## src/rtl/add_execution_unit.sv

```systemverilog
// rtl/add_execution_unit.sv - multi-cycle 8-bit add/subtract unit with CDB request/grant broadcast
module add_execution_unit #(
    parameter int DATA_W    = 8,
    parameter int TAG_W     = 3,
    parameter int EX_CYCLES = 2
) (
    input  logic              clk,
    input  logic              rst,
    input  logic              AR_Status,
    input  logic [DATA_W-1:0] AR_Out_Operand1,
    input  logic [DATA_W-1:0] AR_Out_Operand2,
    input  logic [TAG_W-1:0]  AR_Tag,
    input  logic              AR_Op,
    output logic              ADD_Status,
    output logic              CDB_Req,
    input  logic              CDB_Grant,
    output logic              CDB_Valid,
    output logic [DATA_W-1:0] CDB_Data,
    output logic [TAG_W-1:0]  CDB_Tag,
    output logic              ADD_Ovf
);

    typedef enum logic [1:0] {IDLE, EXEC, WAIT_CDB} state_t;

    localparam logic [2:0] CNT_INIT = 3'(EX_CYCLES - 1);

    state_t              state_q, state_d;
    logic [2:0]          cnt_q, cnt_d;
    logic [DATA_W-1:0]   a_q, a_d, b_q, b_d, res_q, res_d;
    logic [TAG_W-1:0]    tag_q, tag_d;
    logic                op_q, op_d, ovf_q, ovf_d;

    logic                accept;
    logic                exec_done;
    logic [DATA_W-1:0]   alu_res;
    logic                alu_ovf;

    // Tag 0 means "no producer", so a dispatch carrying it is never a real instruction.
    assign accept    = (state_q == IDLE) && AR_Status && (AR_Tag != '0);
    assign exec_done = (state_q == EXEC) && (cnt_q == 3'd0);

    always_comb begin
        alu_res = op_q ? (a_q - b_q) : (a_q + b_q);
        // Overflow is only possible when the effective operand signs agree.
        if (op_q)
            alu_ovf = (a_q[DATA_W-1] ^ b_q[DATA_W-1]) & (alu_res[DATA_W-1] ^ a_q[DATA_W-1]);
        else
            alu_ovf = ~(a_q[DATA_W-1] ^ b_q[DATA_W-1]) & (alu_res[DATA_W-1] ^ a_q[DATA_W-1]);
    end

    always_ff @(posedge clk) begin
        if (rst) begin
            state_q <= IDLE;
            cnt_q   <= '0;
            a_q     <= '0;
            b_q     <= '0;
            op_q    <= 1'b0;
            tag_q   <= '0;
            res_q   <= '0;
            ovf_q   <= 1'b0;
        end else begin
            state_q <= state_d;
            cnt_q   <= cnt_d;
            a_q     <= a_d;
            b_q     <= b_d;
            op_q    <= op_d;
            tag_q   <= tag_d;
            res_q   <= res_d;
            ovf_q   <= ovf_d;
        end
    end

    always_comb begin
        state_d = state_q;
        case (state_q)
            IDLE:     if (accept) state_d = EXEC;
            EXEC:     if (exec_done) state_d = WAIT_CDB;
            WAIT_CDB: if (CDB_Grant) state_d = IDLE;
            default:  state_d = IDLE;
        endcase
    end

    always_comb begin
        cnt_d = cnt_q;
        a_d   = a_q;
        b_d   = b_q;
        op_d  = op_q;
        tag_d = tag_q;
        res_d = res_q;
        ovf_d = ovf_q;
        if (accept) begin
            cnt_d = CNT_INIT;
            a_d   = AR_Out_Operand1;
            b_d   = AR_Out_Operand2;
            op_d  = AR_Op;
            tag_d = AR_Tag;
        end
        if (state_q == EXEC && cnt_q != 3'd0)
            cnt_d = cnt_q - 3'd1;
        if (exec_done) begin
            res_d = alu_res;
            ovf_d = alu_ovf;
        end
    end

    // Bus outputs are zero unless broadcasting so several units can share a wired-OR CDB.
    always_comb begin
        ADD_Status = (state_q != IDLE);
        CDB_Req    = (state_q == WAIT_CDB);
        CDB_Valid  = CDB_Req & CDB_Grant;
        CDB_Data   = CDB_Valid ? res_q : '0;
        CDB_Tag    = CDB_Valid ? tag_q : '0;
        ADD_Ovf    = CDB_Valid & ovf_q;
    end

endmodule
```

## config.mk

```make
export PLATFORM = sky130hd
export DESIGN_NAME = add_execution_unit
export DESIGN_NICKNAME = d
export VERILOG_FILES = /design/src/rtl/add_execution_unit.sv
export SDC_FILE = /design/constraint.sdc
export NUM_CORES = 1
export LEC_CHECK = 0
export CORE_MARGIN = 4
export CORE_UTILIZATION = 50
export DETAILED_ROUTE_END_ITERATION = 6
export PLACE_DENSITY = 0.79
export SETUP_SLACK_MARGIN = 0.15
export SYNTH_ARGS = -nofsm -noshare
export SYNTH_HDL_FRONTEND = slang
export SYNTH_SLANG_ARGS = --single-unit
```

## constraint.sdc

```tcl
create_clock -name clk -period 2.7 [get_ports clk]
set_clock_uncertainty 0.15 [all_clocks]
set_input_delay 0.81 -clock clk [delete_from_list [all_inputs] [get_ports clk]]
set_output_delay 0.81 -clock clk [all_outputs]
set_load 0.005 [all_outputs]
```

* Word-level counts from Yosys, hierarchy flattened
Cells that the tools add are included.
** Storage, ports and cells
- Output and inout port bits :: 15
- Memories kept :: 0
- Bits of input ports :: 24
- Latch bits :: 0
- Bits in writable memories :: 0
- Memory bits (read-only) :: 0
- Word-level logic and storage cells :: 44
- Register bits after elaboration :: 34
** Operators by class
- Eq/ne operators :: 5
- Muxes and demuxes :: 10
- Reductions and logical operators :: 11
- Divide/modulo/power cells :: 0
- Shift-type cells :: 0
- Multiply operators :: 0
- Order comparisons :: 0
- Bitwise logic cells :: 7
- $add $sub $neg :: 3
** Operators by type and width (count)
- two-way mux 8 bit :: 2
- two-way mux 3 bit :: 3
- adder 8 bit :: 1
- subtractor 8 bit :: 1
- two-way mux 2 bit :: 3
- case mux 2 bit (3 select lines) :: 1
- nonzero test 3 bit :: 2
- bitwise AND 1 bit :: 4
- logical AND 1 bit :: 4
- != test 2 bit (second input constant) :: 2
- nonzero test 2 bit :: 2
- logical NOT 3 bit :: 1
- AND reduction 3 bit :: 1
- subtractor 3 x 1 -> 3 bit (second input constant) :: 1
- == test 2 x 1 -> 1 bit (second input constant) :: 1
- == test 2 bit (second input constant) :: 1
- logical NOT 2 bit :: 1
- != test 2 x 1 -> 1 bit (second input constant) :: 1
- XOR 1 bit :: 2
- two-way mux 1 bit :: 1
- inverter 1 bit :: 1

* Longest topological paths before layout
Gate-level depths: netlist of run 1.
- Depth in word-level cells :: 5
- Gate-level depth with buffers :: 10
- Gate-level depth less buffers :: 10

* Worst setup path before layout of run 1
OpenSTA, ideal clock, no wires.
- Kind :: register to register
- Start point :: register b_q[0]
- End point :: register ovf_q
- Setup time :: 117 ps
- Slack :: 380 ps
- Path buffers :: 0
- Arrival :: 2053 ps
- Clock period less this slack :: 2320 ps
- Required time :: 2433 ps
- Stages on the path, launching flop included :: 11
- Path through :: dfxtp_1 -> inv_1 -> ha_1 -> a31oi_1 -> xnor2_1 -> ha_1 -> a21oi_1 -> o21ai_0 -> a21oi_1 -> xor3_1 -> a32o_1
** Between the ends
- Cells in the longest elaborated chain, start to end :: 5
- Elaborated cells on any way between the ends :: 7
- Classes of those cells :: add/sub (2); mux (2); bitwise (3)
** RTL lines
- start, declared :: RTL line 29 : logic [DATA_W-1:0] a_q, a_d, b_q, b_d, res_q, res_d;
- start signal, assigned :: RTL line 56 : b_q <= '0;
- start signal, assigned :: RTL line 65 : b_q <= b_d;
- adder 8 bit or subtractor 8 bit (tied branches) :: RTL line 43 : alu_res = op_q ? (a_q - b_q) : (a_q + b_q);
- two-way mux 8 bit * :: RTL line 43
- XOR 1 bit * :: RTL line 46, 48
- bitwise AND 1 bit (on tied branches) :: RTL line 48, 46
- two-way mux 1 bit * :: RTL line 45 : if (op_q)
- end signal, assigned :: RTL line 69 : ovf_q <= ovf_d;
- end, declared :: RTL line 31 : logic op_q, op_d, ovf_q, ovf_d;
Every way passes the cells marked *; elsewhere a longest branch is shown, timed or not.
A chain may end at the register's enable or synchronous reset.

* Worst setup path in the final report of run 1
- Start point :: input port CDB_Grant
- End point :: output port CDB_Data[5]
** Between the ends
- Cells in the longest elaborated chain, start to end :: 2
** RTL lines
- start, declared :: RTL line 16 : input logic CDB_Grant,
- bitwise AND 1 bit :: RTL line 110 : CDB_Valid = CDB_Req & CDB_Grant;
- two-way mux 8 bit :: RTL line 111 : CDB_Data = CDB_Valid ? res_q : '0;
- end, declared :: RTL line 18 : output logic [DATA_W-1:0] CDB_Data,
No other way between the ends.

==> results of run 1 <==
==> critical path: stages <==
cell and delay, ns:
clkdlybuf4s15_2 0.21, buf_6 0.13, and3_1 0.16, dlygate4sd2_1 0.26
==> per-layer routing <==
metal / vias up / track usage / wire, µm
met5: - / 0 / 0
met2: 39 / 0.324 / 1890
li1: 855 / - / -
met4: 0 / 0.0993 / 92
met3: 10 / 0.0558 / 244
met1: 724 / 0.173 / 1570
==> cell type report <==
cell class / count / share of cell area
Inverter: 10 / 0.0159
Timing Repair Buffer: 52 / 0.206
Tap cell: 46 / 0.0243
Clock buffer: 7 / 0.0233
Multi-Input combinational cell: 170 / 0.440
Sequential cell: 34 / 0.289
Clock inverter: 1 / 0.00211
==> placed cells by master, fill, tap and decap left out, types with 3 or more instances in the layout <==
cell type        instances
a21oi_1                 31
a22oi_1                  3
a31oi_1                  3
and3_1                  12
buf_4                   10
clkbuf_2                 5
clkbuf_4                 5
clkdlybuf4s50_1         23
dfxtp_1                 31
dfxtp_2                  3
dlygate4sd2_1            8
ha_1                    10
inv_1                   10
nand2_1                 48
nand3_1                  3
nor2_1                  13
nor2b_1                  3
o21ai_0                  5
xnor2_1                  9
xor2_1                   5
==> final timing paths <==
check                      to  slack [ns]  cells after the start
setup / recovery  CDB_Data[5]        0.17                      4
hold / removal       res_q[3]        0.30                      2
hold reg to reg      res_q[3]        0.30                      2
setup reg to reg        ovf_q        0.29                     10
==> power breakdown <==
group	switching, mW	internal [mW]
sequential	0.0319	0.546
combinational	0.219	0.236
clock	0.165	0.126
total	0.416	0.907
==> what timing repair did <==
item	4_1_cts	5_1_grt
hold buffers	0	0
setup buffers	1	6
gates cloned	1	0
setup endpoints to repair	14	7
endpoints found under the hold margin	0	0
resized for setup	19	15
pin swaps	0	5
==> through the flow <==
step | util | setup TNS, ns | hold WS (ns) | instance area [µm²] | cells
global placement | 0.667 | -4.11 | 0.287 | 2260 | 304
finish | 0.698 | 0 | 0.303 | 2370 | 320
global route | 0.698 | 0 | 0.337 | 2370 | 320
detailed placement | 0.667 | -4.44 | 0.293 | 2260 | 304
floorplan | - | 0 | 0.277 | 1790 | 225
CTS | 0.688 | 0 | 0.305 | 2330 | 314
==> flip-flops by register name, summed over array words and instances, names as in the netlist <==
name / count
a_q: 8
res_q: 8
tag_q: 3
op_q: 1
b_q: 8
cnt_q: 3
state_q: 2
ovf_q: 1
==> kinds of logic after synthesis <==
group	count (synthesis)	share of synthesized area
adder cells (fa/ha/maj)	11	0.0809
buffers and inverters	21	0.0468
flip-flops	34	0.380
XOR/XNOR	15	0.0816
AO/OA/AOI/OAI	52	0.167
AND/OR/NAND/NOR	91	0.238
multiplexers	1	0.00558
==> summary.txt, run 1 <==
CP arrival -> 1.57 ns
Layout area overhead -> 32.0%
Post-synth top area share -> 0.380
Initial Util -> 0.529
Iter 0 DRT Violations -> 29
Port bufs -> 38
Lkg Pwr -> 1.05 nW
First-pass GRT wire length -> 5930 µm
TritonCTS Buffers -> 5
Die W -> 67.9 µm
Antenna Cells -> 0
Max FO, Critical Path -> 7
Post-layout power -> 1.32 mW
Final nets -> 308
Seq/Total Area, Yosys -> 0.380
Hold crit path type -> reg -> reg
Pwr dens -> 559 nW/µm²
Share of layout cells above drive strength 1 -> 0.139
Root buf cell -> clkbuf_4
Pins over their slew limit -> 0
CTS tree -> built
Initial antenna violation count -> 0
Max Cap Viol -> 0
Top achievable clock speed -> 396 MHz
Multi-input gate area -> 1040 µm²
Worst IR Drop VDD -> 318 µV
Height of the die -> 67.9 µm
CP startpoint kind -> input port
Commonest cells post-synth -> 48 x nand2_1, 34 x dfxtp_1, 33 x a21oi_1
Routed Antenna Nets -> 0
Critical R2R Launch -> b_q[0]
Async set or reset register ratio after synthesis -> 0
WP data required -> 1.74 ns
Kind of critical path -> in -> out
Clock sinks -> 34
Post-DP HPWL -> 2750 µm
Setup WS post-layout -> 0.175 ns
Hold path startpoint -> res_q[3]
Fin crit period -> 2.53 ns
Largest net degree at the start of global routing -> 24
Count of different cell masters after synthesis -> 32
Tcrit/Tclk final -> 0.935
Post-synth EDFFs -> 0
Wire length per cell -> 11.9 µm
Final GP Congestion -> 0.884
Total iterations of the first detailed-routing run -> 4
Yosys warnings -> 0
CTS max path bufs -> 2
FF+latch area -> 684 µm²
Number of global-route vias before repair -> 1395
Critical Path Sink Type -> output pin
Seq cells post-synth -> 34
Syn Inst Count -> 225
Synthesized cell area -> 1790 µm²
Fillers -> 287
Global route total overflow -> 0
Die footprint -> 4610 µm²
Most frequent cell after synthesis -> nand2_1
Remaining routing DRC violations -> 0
Fin. Hold Viols -> 0
Reg clk slew, reported paths -> 0.09 ns
H-tree levels -> 2
Global Route Usage Sum -> 0.177
Total Wirelength -> 3800 µm
Rows -> 21
Yosys top cell by area -> dfxtp_1
Final setup fails -> 0
Top post-synthesis cells by area -> dfxtp_1 38%, nand2_1 10%, a21oi_1 9.2%
Transition time of the tightest slew-check pin -> 0.342 ns
Io pins -> 39
Via Count -> 1628
Post-place setup slack -> -0.357 ns
Clk Latency, worst-skew pair -> 0.34 ns
Crit. Startpoint -> CDB_Grant
Main synth FF type -> dfxtp_1
Status -> finished clean
RSZ-0062 raised after global routing -> false
Core Area -> 3390 µm²
Syn_nets -> 260
Vias per cell -> 5.09
Worst slew margin -> 0.766
Syn Area/Cell -> 7.97 µm²
No activity file was read; power rests on OpenSTA's default activity.
==> run 2, diff against run 1 <==
--- a/config.mk
+++ b/config.mk
@@ -8,6 +8,7 @@
 export CORE_MARGIN = 4
 export CORE_UTILIZATION = 50
 export DETAILED_ROUTE_END_ITERATION = 6
+export GPL_ROUTABILITY_DRIVEN = 0
 export PLACE_DENSITY = 0.79
 export SETUP_SLACK_MARGIN = 0.15
 export SYNTH_ARGS = -nofsm -noshare
==> constraint.sdc (replaced) <==
create_clock -name clk -period 2.7 [get_ports clk]
set_clock_uncertainty 0.15 [all_clocks]
set_input_delay 0.54 -clock clk [delete_from_list [all_inputs] [get_ports clk]]
set_output_delay 0.54 -clock clk [all_outputs]
set_load 0.005 [all_outputs]
==> summary.txt, run 2 (same netlist as run 1, synthesis figures left out) <==
Status -> finished clean
H-tree levels -> 2
Final setup fails -> 0
Global route total overflow -> 0
Die footprint -> 4610 µm²
Fillers -> 250
Crit path largest cell delay -> 0.42 ns
First-pass GRT wire length -> 5620 µm
Clock power share -> 0.212
Rows -> 21
CP max-delay cell -> xor3_1
Clk Latency, worst-skew pair -> 0.32 ns
Max Cap Viol -> 0
Antenna Cells -> 0
Top delay family on crit path -> compound AO/OA/AOI/OAI gates
CTS max path bufs -> 2
Remaining routing DRC violations -> 0
Final nets -> 305
Multi-input gate area -> 1100 µm²
Initial antenna violation count -> 0
Post-layout util -> 0.711
Commonest non-fill, non-tap cell in the layout -> nand2_1
Critical Path Sink Type -> flop
Largest net degree at the start of global routing -> 24
Total Wirelength -> 3760 µm
Vias per cell -> 5.06
Internal power -> 0.923 mW
Initial Util -> 0.529
Share of layout cells above drive strength 1 -> 0.159
FF+latch area -> 692 µm²
Clock sinks -> 34
Transition time of the tightest slew-check pin -> 0.340 ns
Worst-path cell chain -> inv_2, ha_4, a31oi_2, xnor2_1, ha_1, a21oi_2, o21ai_2, a21oi_2, xor3_1, a32o_1
Via Count -> 1605
Sw frac -> 0.317
Max FO, Critical Path -> 5
Pins over their slew limit -> 0
Post-DP HPWL -> 2590 µm
Hold crit path type -> reg -> reg
Height of the die -> 67.9 µm
Routed Antenna Nets -> 0
TritonCTS Buffers -> 5
Lkg Pwr -> 0.975 nW
WP data required -> 2.77 ns
Port bufs -> 38
Fin crit period -> 2.47 ns
Critical path's most frequent cell -> a21oi_2
Core Area -> 3390 µm²
Root buf cell -> clkbuf_4
Wire length per cell -> 11.8 µm
Biggest registers after layout -> a_q x8, b_q x8, res_q x8
Die W -> 67.9 µm
TNS Setup -> 0 ns
Kind of critical path -> reg -> reg
Worst IR Drop VDD -> 384 µV
Fin. Hold Viols -> 0
Io pins -> 39
Pwr dens -> 561 nW/µm²
Total iterations of the first detailed-routing run -> 4
CP arrival -> 2.55 ns
Worst slew margin -> 0.772
Layout area overhead -> 34.4%
Worst Path Buf+Inv -> 1
Iter 0 DRT Violations -> 64
CTS tree -> built
Sequential share of power -> 0.429
Switch Pwr -> 0.429 mW
Post-CTS Hold Buffers -> 0
Top achievable clock speed -> 404 MHz
Reg clk slew, reported paths -> 0.10 ns
Global Route Usage Sum -> 0.160
Number of global-route vias before repair -> 1322
Comb power frac -> 0.359
Tcrit/Tclk final -> 0.916
CP startpoint kind -> flop
RSZ-0062 raised after global routing -> false
Most frequent cells in the layout -> 46 x nand2_1, 37 x clkdlybuf4s50_1, 29 x a21oi_1, 29 x dfxtp_1
run 2: area by class of cell:
type | instances | area share
Tap cell | 46 | 0.0239
Multi-Input combinational cell | 170 | 0.457
Clock inverter | 1 | 0.00208
Inverter | 10 | 0.0156
Timing Repair Buffer | 49 | 0.192
Sequential cell | 34 | 0.287
Clock buffer | 7 | 0.0228
run 2: final timing paths:
kind	start	end	slack, ns	cells after the start
min reg2reg	res_q[1]	res_q[1]	0.30	2
max	b_q[1]	ovf_q	0.23	10
min	res_q[1]	res_q[1]	0.30	2
max reg2reg	b_q[1]	ovf_q	0.23	10
run 2: timing repair:
action,CTS,global route
endpoints found under the setup margin,14,2
setup buffers,1,5
pin swaps,0,13
gates resized for setup,2,24
endpoints found under the hold margin,0,0
run 2: per-stage QoR:
step	hold slack [ns]	cell area (µm²)	std cells	worst slack [ns]	total power [mW]
after detailed placement	0.293	2230	303	0.0818	1.00
after CTS	0.308	2290	312	0.159	1.29
after global placement	0.287	2230	303	0.125	0.993
after floorplan	0.277	1790	225	0.380	0.894
final	0.305	2410	317	0.226	1.35
after global routing	0.331	2410	317	0.112	1.44
run 2: worst register-to-register path, cell delays in order (launching register included):
cell and delay [ns]:
dfxtp_4 0.39, inv_2 0.05, ha_4 0.17, a31oi_2 0.14, xnor2_1 0.09, ha_1 0.37, a21oi_2 0.19, o21ai_2 0.08
a21oi_2 0.12, xor3_1 0.42, a32o_1 0.21
run 2: metal layers:
metal | wire length [µm] | track usage | share of wire | vias to the layer above
met1 | 1640 | 0.190 | 0.44 | 701
met5 | 0 | 0 | 0 | -
met2 | 1810 | 0.276 | 0.48 | 50
met4 | 53 | 0.0670 | 0.014 | 0
met3 | 257 | 0.0394 | 0.068 | 6
li1 | - | - | - | 848
run 2: power by group through the flow:
stage	combinational, mW	clock [mW]	sequential [mW]
floorplan	0.316	0	0.578
global placement	0.406	0	0.588
detailed placement	0.411	0	0.589
global route	0.542	0.314	0.587
CTS	0.423	0.292	0.577
finish	0.485	0.287	0.580
==> variant 1 (settings of run 2) <==
Take the reset off `res_q` and load it in a clocked block of its own.
--- a/src/rtl/add_execution_unit.sv
+++ b/src/rtl/add_execution_unit.sv
@@ -56,7 +56,6 @@
             b_q     <= '0;
             op_q    <= 1'b0;
             tag_q   <= '0;
-            res_q   <= '0;
             ovf_q   <= 1'b0;
         end else begin
             state_q <= state_d;
@@ -65,9 +64,12 @@
             b_q     <= b_d;
             op_q    <= op_d;
             tag_q   <= tag_d;
-            res_q   <= res_d;
             ovf_q   <= ovf_d;
         end
+    end
+
+    always_ff @(posedge clk) begin
+        res_q <= res_d;
     end
 
     always_comb begin
Formal check against the unedited RTL: same outputs for any inputs over 10 cycles, from zero or initial values and one cycle with rst high; that may be too few to reach the edited logic, so the function may still have changed.
==> variant 1 against run 2 <==
Sequential cell count unchanged; core utilization decreased by 3.5 points; worst setup slack improved by 0.045 ns; cell area down 4.2%; die area increased by 0.74%; routed wire length fell by 13%; power decreased by 2.5%; synthesized area grew 0.84%; sequential share of layout area grew 4.3 points; clock power about the same; critical path type is now reg -> out; critical endpoint is now CDB_Tag[2]; largest power group unchanged.
==> variant 1: results (changes against run 2) <==
stage	metric	value	unit	change
finish	fin_nets	278		-8.9%
critical_path	critical_path.top_delay_family	buffers and inverters		
place	placed_area	0.002238	mm^2	+0.51%
status	status	finished, final reports clean		
detailed_routing	routed-wl-met3	195	um	-24%
global_route	grt_pass1_vias	1209		-8.5%
critical_path	critPathMaxStageDelay	0.50	ns	+0.08 ns
critical_path	crit_start	state_q[1]		
power_and_ir_drop	leakage	0.0009352	uW	-4.0%
critical_path	ff2ff_setup_slack	0.31	ns	+0.08 ns
detailed_routing	wl_per_cell	11.31	um	-4.5%
synthesis	synth-compound-area-share	14.46	%	-2.3 points
cts	clock_latency	0.34	ns	+0.02 ns
critical_path	worstPathMaxFanout	15		+10
critical_path	critPathArrivalTime	1.74	ns	-0.81 ns
critical_path	reg2reg_from	b_q[0]		
power_and_ir_drop	power_frac_clock	21.7	%	+0.5 points
synthesis	syn-instance-count	201		-11%
synthesis	synth-edff-count	8		+8
synthesis	synthAdderAreaFrac	8.028	%	-0.067 points
global_route	grt_max_degree	19		-21%
power_and_ir_drop	power_density	571.1	mW/mm^2	+1.8%
detailed_routing	wl_met2	1526	um	-16%
sta	whs	0.3118	ns	+0.006869 ns
synthesis	synth_area_leaders	dfxtp_1 (29%), edfxtp_1 (13%), nand2_1 (7.9%)		
synthesis	synthesis.nets	236		-9.2%
synthesis	ys_seq_area_share	42.08	%	+4.1 points
power_and_ir_drop	sequentialPower	615	uW	+6.0%
global_route	grt_pass1_wl	5209	um	-7.2%
sta	relSlewSlack	69.20	%	-8.0 points
detailed_routing	m1WireLength	1506	um	-7.9%
synthesis	synth_common_cells	nand2_1 (38), a21oi_1 (28), dfxtp_1 (26)		
critical_path	reg2reg_to	res_q[6]		
critical_path	r2r_cells	9		-1
finish	fillers	288		+15%
synthesis	synth_xor_area_share	8.651	%	+0.49 points
detailed_routing	routed_via_density	4.859		-4.0%
variant 1: cell types whose count changed after synthesis, sizes merged, moves of 3 or more:
cell and change:
clkbuf -3, nand2 -10, nor2 -5, dfxtp -8, o21ai -5, a21oi -5
edfxtp +8
variant 1: worst max path at each step:
stage	end	slack [ns]	cells after the start
floorplan	res_q[6]	0.44	9
global placement	CDB_Tag[2]	0.15	3
detailed placement	CDB_Tag[2]	0.13	3
CTS	res_q[6]	0.19	9
global route	ovf_q	0.16	9
finish	CDB_Tag[2]	0.27	4
variant 1: timing repair:
action | CTS | global route
setup endpoints to repair | 12 | 3
buffers inserted | 0 | 1
gates resized for setup | 1 | 2
pin swaps | 0 | 1
variant 1: layout make-up:
class	count	area (um^2)	area share [%]
clock buffer	6	51.30	2.222
timing repair buffer	45	431.7	18.70
inverter	12	45.04	1.951
clock inverter	2	7.507	0.3252
multi-input combinational	145	953.4	41.30
tap	46	57.56	2.493
sequential	34	762.0	33.01
==> variant 2 (settings of run 2) <==
Without the edit above. Change the parameter `DATA_W` from 8 to 6.
--- a/src/rtl/add_execution_unit.sv
+++ b/src/rtl/add_execution_unit.sv
@@ -1,6 +1,6 @@
 // rtl/add_execution_unit.sv - multi-cycle 8-bit add/subtract unit with CDB request/grant broadcast
 module add_execution_unit #(
-    parameter int DATA_W    = 8,
+    parameter int DATA_W    = 6,
     parameter int TAG_W     = 3,
     parameter int EX_CYCLES = 2
 ) (
Ports: changed (resized AR_Out_Operand1, AR_Out_Operand2 and CDB_Data); port bits go from 39 to 33. The function was not compared with the original's and may differ.
==> variant 2 against run 2 <==
Routed wire length is 8.1% lower; worst setup slack improved by 0.0018 ns; critical endpoint unchanged; critical path type unchanged; critical path depth is 1 lower; cell area shrank 19%; power down 23%; synthesized cell count shrank 20%; non-clock buffer count shrank 11; synthesized area shrank 14%; sequential cell count decreased by 6; first-iteration DRC count shrank 44%.
==> variant 2: results (changes against run 2) <==
stage	metric	value	unit	change
status	status	finished, final reports clean		
detailed_routing	wl_per_cell	14.20	um	+20%
sta	relSlewSlack	49.57	%	-28 points
critical_path	critPathMaxStageDelay	0.40	ns	-0.02 ns
synthesis	synth_xor_area_share	5.696	%	-2.5 points
critical_path	worstPathMaxFanout	5		unchanged
synthesis	muxShareOfSynthArea	1.953	%	+1.4 points
critical_path	critPathArrivalTime	2.54	ns	about the same
finish	n_antenna_cell	0		unchanged
cts	clockBufferDepth	2		unchanged
critical_path	slowest_stage	dfxtp_4		
synthesis	synth_common_cells	nand2_1 (29), dfxtp_1 (28), a21oi_1 (20)		
synthesis	synth_area_leaders	dfxtp_1 (36%), nand2_1 (7.1%), a21oi_1 (6.5%)		
global_route	grt_pass1_vias	1366		+3.3%
critical_path	critical_path.top_delay_family	compound AO/OA/AOI/OAI gates		
cts	clk_pin_slew	0.15	ns	+0.05 ns
synthesis	ys_seq_area_share	36.45	%	-1.5 points
global_route	grt_use_met1	18.95	%	-0.050 points
cts	cts.repair.resized	6		+4
synthesis	synthesis.nets	208		-20%
power_and_ir_drop	peakVddDrop	0.2825	mV	-26%
power_and_ir_drop	power_frac_clock	19.7	%	-1.5 points
cts	htreeDepth	1		-1
place	dpl.hpwl	2585	um	about the same
min_path	min_path_type	reg -> reg		
synthesis	synthAdderAreaFrac	7.811	%	-0.28 points
global_route	antenna_found_initial	0		unchanged
power_and_ir_drop	p_int	706.2	uW	-23%
cts	postCtsSetupRepairBufs	0		-1
min_path	holdPathStages	2		unchanged
global_route	grt_use_total	17.61	%	+1.6 points
global_route	grt_pass1_wl	5740	um	+2.2%
cts	clock_latency	0.33	ns	
synthesis	synth_ff_type	dfxtp_1		
power_and_ir_drop	leakage	0.0007713	uW	-21%
power_and_ir_drop	p_comb	362	uW	-25%
global_route	grt_util_met2	32.86	%	+5.3 points
finish	largestRegisters	a_q (6), b_q (6), res_q (6)		
place	port_buffers	32		-16%
detailed_routing	num_vias	1337		-17%
synthesis	synth-compound-area-share	17.41	%	+0.66 points
synthesis	ys_warn_count	0		unchanged
detailed_routing	drt-pass1-iter-count	6		+2
synthesis	synth-async-reset-ratio	0	%	unchanged
finish	fin_nets	242		-21%
global_route	grt_max_degree	30		+25%
detailed_routing	drtIter0Drc	36		-44%
cts	cts_made_buffers	3		-2
cts	root_buffer	clkbuf_4		
finish	drive_gt1_share	12.74	%	-3.1 points
synthesis	synth.distinct_cells	40		+25%
critical_path	r2r_cells	9		-1
global_route	met3_usage	4.618	%	+0.68 points
[variant 2: changes by cell type in the layout (fill, tap and decap cells not counted), sizes merged, moves of 3 or more]
cell and delta:
nand2 -19, a21oi -11, clkdlybuf4s50 -6, dfxtp -6
buf -5, nor2 +5, o21ai -4, xor2 -4
clkbuf -3
[variant 2: final timing paths]
check | startpoint | to | slack (ns)
worst min register to register | a_q[0] | a_q[0] | 0.33
worst min-delay path | a_q[0] | a_q[0] | 0.33
worst max register to register | b_q[1] | ovf_q | 0.23
worst max-delay path | b_q[1] | ovf_q | 0.23
[variant 2: through the flow]
stage          instances  power, uW  cell area, um^2  setup slack, ns  hold slack, ns
3_5_place_dp         237      815.7             1868         0.007319          0.3137
6_report             243       1042             1959           0.2274          0.3327
4_1_cts              241       1024             1923           0.1367          0.3327
2_1_floorplan        179      729.2             1538           0.4068          0.2819
3_3_place_gp         237      796.4             1868           0.1842          0.2952
5_1_grt              243       1113             1959           0.1172          0.3650
[variant 2: logic make-up (layout without fill, tap and decap cells)]
logic type,after synthesis,after routing
AND/OR/NAND/NOR,74,74
flip-flops,28,28
XOR/XNOR,10,10
multiplexers,3,3
buffers and inverters,17,50
adder cells (fa/ha/maj),9,9
AO/OA/AOI/OAI,38,38
[variant 2: tightest hold or removal path: stages (launching register included)]
cell and delay, ns:
dfxtp_1 0.35, nand2_1 0.05, a21oi_1 0.05
[variant 2: final cells by class]
cell class                      count  area, um^2
Clock buffer                        4       36.28
Fill cell                         245       893.4
Inverter                            8       30.03
Multi-Input combinational cell    134       922.1
Sequential cell                    28       568.0
Tap cell                           31       38.79
Timing Repair Buffer               38       364.1
[variant 2: metal layers]
layer	vias up	wire length, um
li1	677	-
met1	601	1425
met2	52	1778
met3	7	212
met4	0	34
met5	-	0
